==> config.mk <==
export PLATFORM = sky130hd
export DESIGN_NAME = alu_writeback_stage
export DESIGN_NICKNAME = d
export VERILOG_FILES = /design/src/rtl/alu_writeback_stage.sv
export SDC_FILE = /design/constraint.sdc
export NUM_CORES = 1
export LEC_CHECK = 0
export CAP_MARGIN = 25
export CORE_ASPECT_RATIO = 0.8
export CORE_UTILIZATION = 35
export CTS_CLUSTER_SIZE = 16
export DETAILED_ROUTE_END_ITERATION = 10
export GPL_TIMING_DRIVEN = 0
export HOLD_SLACK_MARGIN = 0.1
export SETUP_SLACK_MARGIN = 0.05
export SLEW_MARGIN = 20
export SYNTH_ARGS = -nofsm -noshare
export SYNTH_HDL_FRONTEND = slang
export SYNTH_SLANG_ARGS = --single-unit
==> constraint.sdc <==
create_clock -name clk -period 6.4 [get_ports clk]
set_clock_uncertainty 0.2 [all_clocks]
set_input_delay 1.28 -clock clk [delete_from_list [all_inputs] [get_ports clk]]
set_output_delay 1.28 -clock clk [all_outputs]
set_load 0.01 [all_outputs]
==> src/rtl/alu_writeback_stage.sv <==
// ALU writeback stage: 2-entry in-order FIFO of {result, destination, condition-pass}
// feeding the register file, plus the architectural {V,C,N,Z} flags register.
module alu_writeback_stage #(
    parameter int DW = 32,
    parameter int AW = 5
) (
    input  logic          clk,
    input  logic          rst_n,
    input  logic          in_valid,
    output logic          in_ready,
    input  logic [DW-1:0] alu_f,
    input  logic [3:0]    alu_status,
    input  logic [AW-1:0] rd_addr,
    input  logic          set_flags,
    input  logic [3:0]    cond,
    output logic          out_valid,
    input  logic          out_ready,
    output logic [DW-1:0] out_data,
    output logic [AW-1:0] out_addr,
    output logic          out_we,
    output logic [3:0]    flags
);

    logic [1:0]    count;
    logic          wr_ptr;
    logic          rd_ptr;
    logic [DW-1:0] mem_f    [2];
    logic [AW-1:0] mem_addr [2];
    logic          mem_pass [2];
    logic          push;
    logic          pop;

    // Condition evaluation against the entry's own status, {V,C,N,Z}.
    function automatic logic cond_eval(input logic [3:0] cc, input logic [3:0] st);
        logic v, c, n, z;
        v = st[3];
        c = st[2];
        n = st[1];
        z = st[0];
        case (cc)
            4'd0:    cond_eval = z;
            4'd1:    cond_eval = ~z;
            4'd2:    cond_eval = c;
            4'd3:    cond_eval = ~c;
            4'd4:    cond_eval = n;
            4'd5:    cond_eval = ~n;
            4'd6:    cond_eval = v;
            4'd7:    cond_eval = ~v;
            4'd8:    cond_eval = c & ~z;
            4'd9:    cond_eval = ~c | z;
            4'd10:   cond_eval = (n == v);
            4'd11:   cond_eval = (n != v);
            4'd12:   cond_eval = ~z & (n == v);
            4'd13:   cond_eval = z | (n != v);
            4'd14:   cond_eval = 1'b1;
            default: cond_eval = 1'b0;
        endcase
    endfunction

    // Handshake decoded from registered count only; no out_ready -> in_ready path.
    assign in_ready  = (count < 2'd2);
    assign out_valid = (count != 2'd0);
    assign push      = in_valid & in_ready;
    assign pop       = out_valid & out_ready;

    assign out_data = mem_f[rd_ptr];
    assign out_addr = mem_addr[rd_ptr];
    assign out_we   = out_valid & mem_pass[rd_ptr] & (mem_addr[rd_ptr] != '0);

    always_ff @(posedge clk) begin
        if (!rst_n) begin
            count  <= 2'd0;
            wr_ptr <= 1'b0;
            rd_ptr <= 1'b0;
            flags  <= 4'b0000;
        end else begin
            if (push) wr_ptr <= ~wr_ptr;
            if (pop)  rd_ptr <= ~rd_ptr;
            case ({push, pop})
                2'b10:   count <= count + 2'd1;
                2'b01:   count <= count - 2'd1;
                default: count <= count;
            endcase
            if (push && set_flags) flags <= alu_status;
        end
    end

    // Payload storage is left unreset; count and pointers decide what is live.
    always_ff @(posedge clk) begin
        if (push) begin
            mem_f[wr_ptr]    <= alu_f;
            mem_addr[wr_ptr] <= rd_addr;
            mem_pass[wr_ptr] <= cond_eval(cond, alu_status);
        end
    end

endmodule

==> flow_metrics.tcl, run 1 <==
set metrics [dict create \
    outcome "finished with violations" \
    violations "design-rule violations" \
    fin_util_pct 51.6 \
    setup_violations 0 \
    grt_pass1_wl_um 9580 \
    core-area_um2 9150 \
    critPathArrivalTime_ps 1990 \
    die_y_um 89.4 \
    row_count 31 \
    synth_cell_type_count 35 \
    post_drt_wl_per_cell_um 15.1 \
    cts.reportedPaths.clkPinSlew_ps 60 \
    die_w_um 111 \
    busiest_layer "met2" \
    syn-num-nets 244 \
    crit_slowest_cell "clkdlybuf4s50_1" \
    postLayoutCellArea_um2 4720 \
    first_iter_violations 65 \
    top_level_ports 94 \
    worst_pin_slew_ps 549 \
    drive_gt1_share_pct 21.5 \
    hold_path_class "reg -> reg" \
    clkLatencyLatePin_ps 330 \
    dieArea_um2 9950 \
    overflow 0 \
    syn_to_final_growth_pct 41.2 \
    grt_pass1_vias 1900 \
    power_switching_uw 473 \
    maxCapViolCount 0 \
    start_util_pct 36.5 \
    postCtsResizedCells 0 \
    tritoncts "yes" \
    p_leak_nw 1.61 \
    clock_path_buffers 2 \
    cts-root-buf "clkbuf_16" \
    max_stage_delay_ps 500 \
    hpwl_um 4330 \
    grtUsageTotal_pct 13.2 \
    fin_nets 348 \
    slew_violations 0 \
    worstHoldStart "flags[1]" \
    n_antenna_cell 0 \
    holdBufCountCts 0 \
    synth_seq_cells 85 \
    met2_usage_pct 20.9 \
    cp_num_buf_inv 3 \
    cpLargestDelayFamily "buffers and inverters" \
    finalHoldViolations 0 \
    timing.fmax_mhz 288 \
    r2r-start "count[1]" \
    whs_ps 271 \
    dr.pass1.iters 6 \
    grt_util_met3_pct 5.15 \
    relSlewSlack_pct 63.3 \
    cts_setup_buffers 0 \
    startpoint_type "register" \
    worstPathRequired_ps 4920 \
    synth_cells 193 \
    end_kind "output port" \
    rsz0062_at_grt "no" \
    numCtsBuffers 9 \
    drc 16 \
    power_frac_seq_pct 41.4 \
    dr_total_vias 1956 \
    antenna_found_initial 0 \
    syn_area_um2 3340 \
    mostFrequentLayoutCells "91 x clkdlybuf4s50_1, 76 x edfxtp_1, 38 x mux2_2" \
    timing_worst_setup_path_type "reg -> out" \
    finalCriticalPeriod_ps 3470 \
    ys_seq_area_share_pct 73.6 \
    p_per_area_nw_per_um2 373 \
    power_frac_clock_pct 26.7 \
    sw_frac_of_total_pct 26.8 \
    clkSinkCount 85 \
    final.setup.tns_ps 0 \
    routed_wirelength_um 6320 \
    grt.met1_usage_pct 16.2 \
    combPwrFrac_pct 31.9 \
    total_power_mw 1.76 \
    drtAntennaViolNets 0 \
    layout_commonest_cell "clkdlybuf4s50_1" \
    crit_fanout 10 \
    grt_max_degree 26 \
    path_cells "buf_6, buf_2, mux2_2, clkdlybuf4s50_1" \
    cts-htree-levels 3 \
    p_int_mw 1.29 \
    syn_avg_cell_area_um2 17.3 \
    period_share_pct 54.2 \
    place_congestion 0.684 \
    yosys_warnings 0 \
    placed_cell_area_um2 4450 \
    portBuffers 91 \
    vdd_drop_max_uv 218 \
    routed_via_density 4.69 \
]
[cells in the mapped netlist]
cell type	count	area, µm²
nor3b_1	1	7.51
dfxtp_1	9	180
mux2_2	38	428
and3b_1	2	17.5
o21a_1	1	7.51
a21boi_1	1	7.51
mux2i_1	1	10.0
o211ai_1	1	7.51
ha_1	1	12.5
or2_1	1	6.26
nor2_1	4	15.0
o21bai_1	1	7.51
nand2_1	8	30.0
and2b_1	1	7.51
a22oi_1	2	15.0
clkbuf_2	1	5.00
xor2_1	2	17.5
buf_6	1	11.3
inv_1	2	7.51
a2bb2oi_1	1	8.76
nand4_1	1	6.26
and2_1	4	25.0
nor2b_1	8	50.1
buf_2	5	25.0
o221a_1	1	11.3
nand3_1	4	20.0
xnor2_1	4	35.0
a22oi_2	1	12.5
a21oi_1	2	10.0
o21ai_0	1	5.00
a21boi_0	4	30.0
or3_1	1	6.26
mux2_1	1	11.3
nor3_1	1	5.00
edfxtp_1	76	2280
[worst paths after layout]
check	slack, ps	to	cells after the start
setup / recovery	2930	out_data[2]	4
hold / removal	270	flags[1]	2
setup reg to reg	4480	mem_f[0][17]	5
hold reg to reg	270	flags[1]	2
[per-layer routing]
layer | vias to the layer above | share of wire (%)
met1 | 945 | 44
met5 | - | 0
met2 | 58 | 48
met4 | 0 | 1.3
met3 | 8 | 7.0
li1 | 945 | -
[power by group through the flow]
| stage | Clock, mW | Sequential, mW | Combinational [mW] |
|---|---|---|---|
| after floorplan | 0 | 0.739 | 0.284 |
| after global placement | 0 | 0.745 | 0.554 |
| after detailed placement | 0 | 0.743 | 0.571 |
| after CTS | 0.491 | 0.731 | 0.575 |
| after global routing | 0.510 | 0.738 | 0.604 |
| final | 0.471 | 0.730 | 0.562 |
[worst min-delay path, delay by kind of cell (launching register included)]
family / cells / cell delay [ps]
DFF: 1 / 310
and+or+nand+nor: 1 / 50
AOI/OAI and AO/OA: 1 / 60
[area by class of cell]
cell class,count,area [µm²]
repair buffers,93,951
flip-flops and latches,85,2460
plain buffers,7,41.3
clock buffers,9,225
clock inverters,7,48.8
well taps,115,144
multi-input cells,99,842
inverters,2,7.51
fillers,796,4430
[cells by family (layout without fill, tap and decap cells)]
family	count (synthesis)	after routing	share of synthesized area, %
fa+ha+maj	1	1	0.374
compound gates	16	16	3.67
simple gates	36	36	5.87
buf+inv	9	118	1.46
mux	40	40	13.4
xor+xnor	6	6	1.57
flops	85	85	73.6
[sequential cells by signal (all words and copies together), names as in the netlist, named ones only]
name and flops:
count 2, wr_ptr 1, flags 4, mem_addr 10
mem_pass 2, rd_ptr 1, mem_f 64
[stage by stage]
step	cells	setup slack [ps]
final	417	2930
after global routing	417	2820
after global placement	399	915
after floorplan	193	2530
after CTS	417	2880
after detailed placement	401	3010
Power figures use the tool's default switching activity.
==> run 2, diff against run 1 <==
==> constraint.sdc (replaced) <==
create_clock -name clk -period 2.9 [get_ports clk]
set_clock_uncertainty 0.2 [all_clocks]
set_input_delay 0.58 -clock clk [delete_from_list [all_inputs] [get_ports clk]]
set_output_delay 0.58 -clock clk [all_outputs]
set_load 0.01 [all_outputs]
==> run 2 against run 1 <==
The flow still finishes with violations (design-rule violations). Global-route usage fell by 0.28 points. Design area increased by 0.64%. Clock power rose by 130%. Routed wire length fell by 3.5%. Highest routed layer unchanged.
==> flow_metrics.tcl, run 2 (synthesized netlist as in run 1, its figures left out) <==
set metrics [dict create \
    timing_worst_setup_path_type "reg -> out" \
    routed_via_density 4.62 \
    setup_violations 0 \
    slew_violations 0 \
    start_util_pct 36.5 \
    cts-root-buf "clkbuf_16" \
    r2r-start "count[1]" \
    clkSinkCount 85 \
    dp_slack_ps 170 \
    regMostFlops "mem_f" \
    die_y_um 89.4 \
    antenna_found_initial 0 \
    startpoint_type "register" \
    p_per_area_nw_per_um2 830 \
    cts.reportedPaths.clkPinSlew_ps 60 \
    finalWorstSetupSlack_ps 159 \
    rsz0062_at_grt "no" \
    max_stage_delay_ps 490 \
    outcome "finished with violations" \
    worstPathRequired_ps 2120 \
    critPathArrivalTime_ps 1960 \
    grt_pass1_wl_um 9480 \
    violations "design-rule violations" \
    end_kind "output port" \
    cp_num_buf_inv 3 \
    timing.fmax_mhz 365 \
    cpLargestDelayFamily "buffers and inverters" \
    dr_total_vias 1925 \
    syn_to_final_growth_pct 42.1 \
    clock_path_buffers 2 \
    largestRegisters "mem_f (64), mem_addr (10), flags (4)" \
    postLayoutCellArea_um2 4750 \
    tritoncts "yes" \
    die_w_um 111 \
    maxCapViolCount 0 \
    finalCriticalPeriod_ps 2740 \
    numCtsBuffers 9 \
    cts_setup_buffers 0 \
    p_leak_nw 1.63 \
    top_level_ports 94 \
    crit_slowest_cell "clkdlybuf4s50_1" \
    clkLatencyLatePin_ps 330 \
    grt_pass1_vias 1916 \
    grtUsageTotal_pct 12.9 \
    drive_gt1_share_pct 20.9 \
    n_antenna_cell 0 \
    vdd_drop_max_uv 624 \
    cts-htree-levels 3 \
    mostFrequentLayoutCells "91 x clkdlybuf4s50_1, 76 x edfxtp_1, 38 x mux2_2" \
    layout_commonest_cell "clkdlybuf4s50_1" \
    grt_max_degree 22 \
    crit_fanout 10 \
    finalHoldViolations 0 \
    drtAntennaViolNets 0 \
    portBuffers 91 \
    whs_ps 264 \
    dieArea_um2 9950 \
    relSlewSlack_pct 56.7 \
    path_cells "buf_6, buf_2, mux2_2, clkdlybuf4s50_1" \
    worst_pin_slew_ps 649 \
    core-area_um2 9150 \
    post_drt_wl_per_cell_um 14.6 \
    period_share_pct 94.5 \
    first_iter_violations 54 \
    dr.pass1.iters 7 \
    worstHoldStart "flags[3]" \
    hpwl_um 4250 \
    row_count 31 \
    largest_reg_flops 64 \
    place_congestion 0.688 \
    overflow 0 \
    hold_path_class "reg -> reg" \
    placed_cell_area_um2 4460 \
    fin_nets 348 \
    final.setup.tns_ps 0 \
    routed_wirelength_um 6090 \
    fin_util_pct 51.9 \
    drc 16 \
]
==> run 2: worst register-to-register path, delay by kind of cell (launching register included) <==
family                 cells  cell delay, ps
AND/OR/NAND/NOR            2             610
buffers and inverters      3             530
flip-flops                 1             330
==> run 2: per-layer routing <==
metal | GRT usage, % | vias to the layer above | part of all wire, % | routed length, µm
met5 | 0 | - | 0 | 0
met4 | 4.79 | 0 | 1.4 | 84
met3 | 5.36 | 8 | 8.4 | 513
met2 | 20.2 | 63 | 45 | 2760
met1 | 16.2 | 911 | 45 | 2730
li1 | - | 943 | - | -
==> run 2: through the flow <==
step / power, mW / cells
2_1_floorplan: 2.26 / 193
3_3_place_gp: 2.86 / 399
3_5_place_dp: 2.91 / 401
4_1_cts: 4.00 / 417
5_1_grt: 4.14 / 417
6_report: 3.94 / 417
==> run 2: path summary, 6_finish.rpt <==
check,cells past startpoint,slack [ps],to
worst max-delay path,4,160,out_data[6]
worst min-delay path,2,260,flags[3]
worst max register to register,5,930,mem_f[0][30]
worst min register to register,2,260,flags[3]
==> run 2: layout make-up <==
class	count	area, µm²
timing repair buffer	93	966
buffer	7	41.3
tap	115	144
inverter	2	7.51
clock inverter	5	51.3
multi-input combinational	99	847
fill	799	4400
clock buffer	11	233
sequential	85	2460
==> run 2: timing repair <==
action                     CTS  global route
setup endpoints to repair    0             1
resized for setup            0             1
hold buffers                 0             0
==> run 2: where the power goes <==
part | switching, mW | total, mW | internal, mW | leakage [nW]
clock | 0.417 | 1.08 | 0.661 | 0.139
sequential | 0.0529 | 1.61 | 1.56 | 0.784
combinational | 0.535 | 1.26 | 0.720 | 0.706
total | 1.01 | 3.94 | 2.94 | 1.63
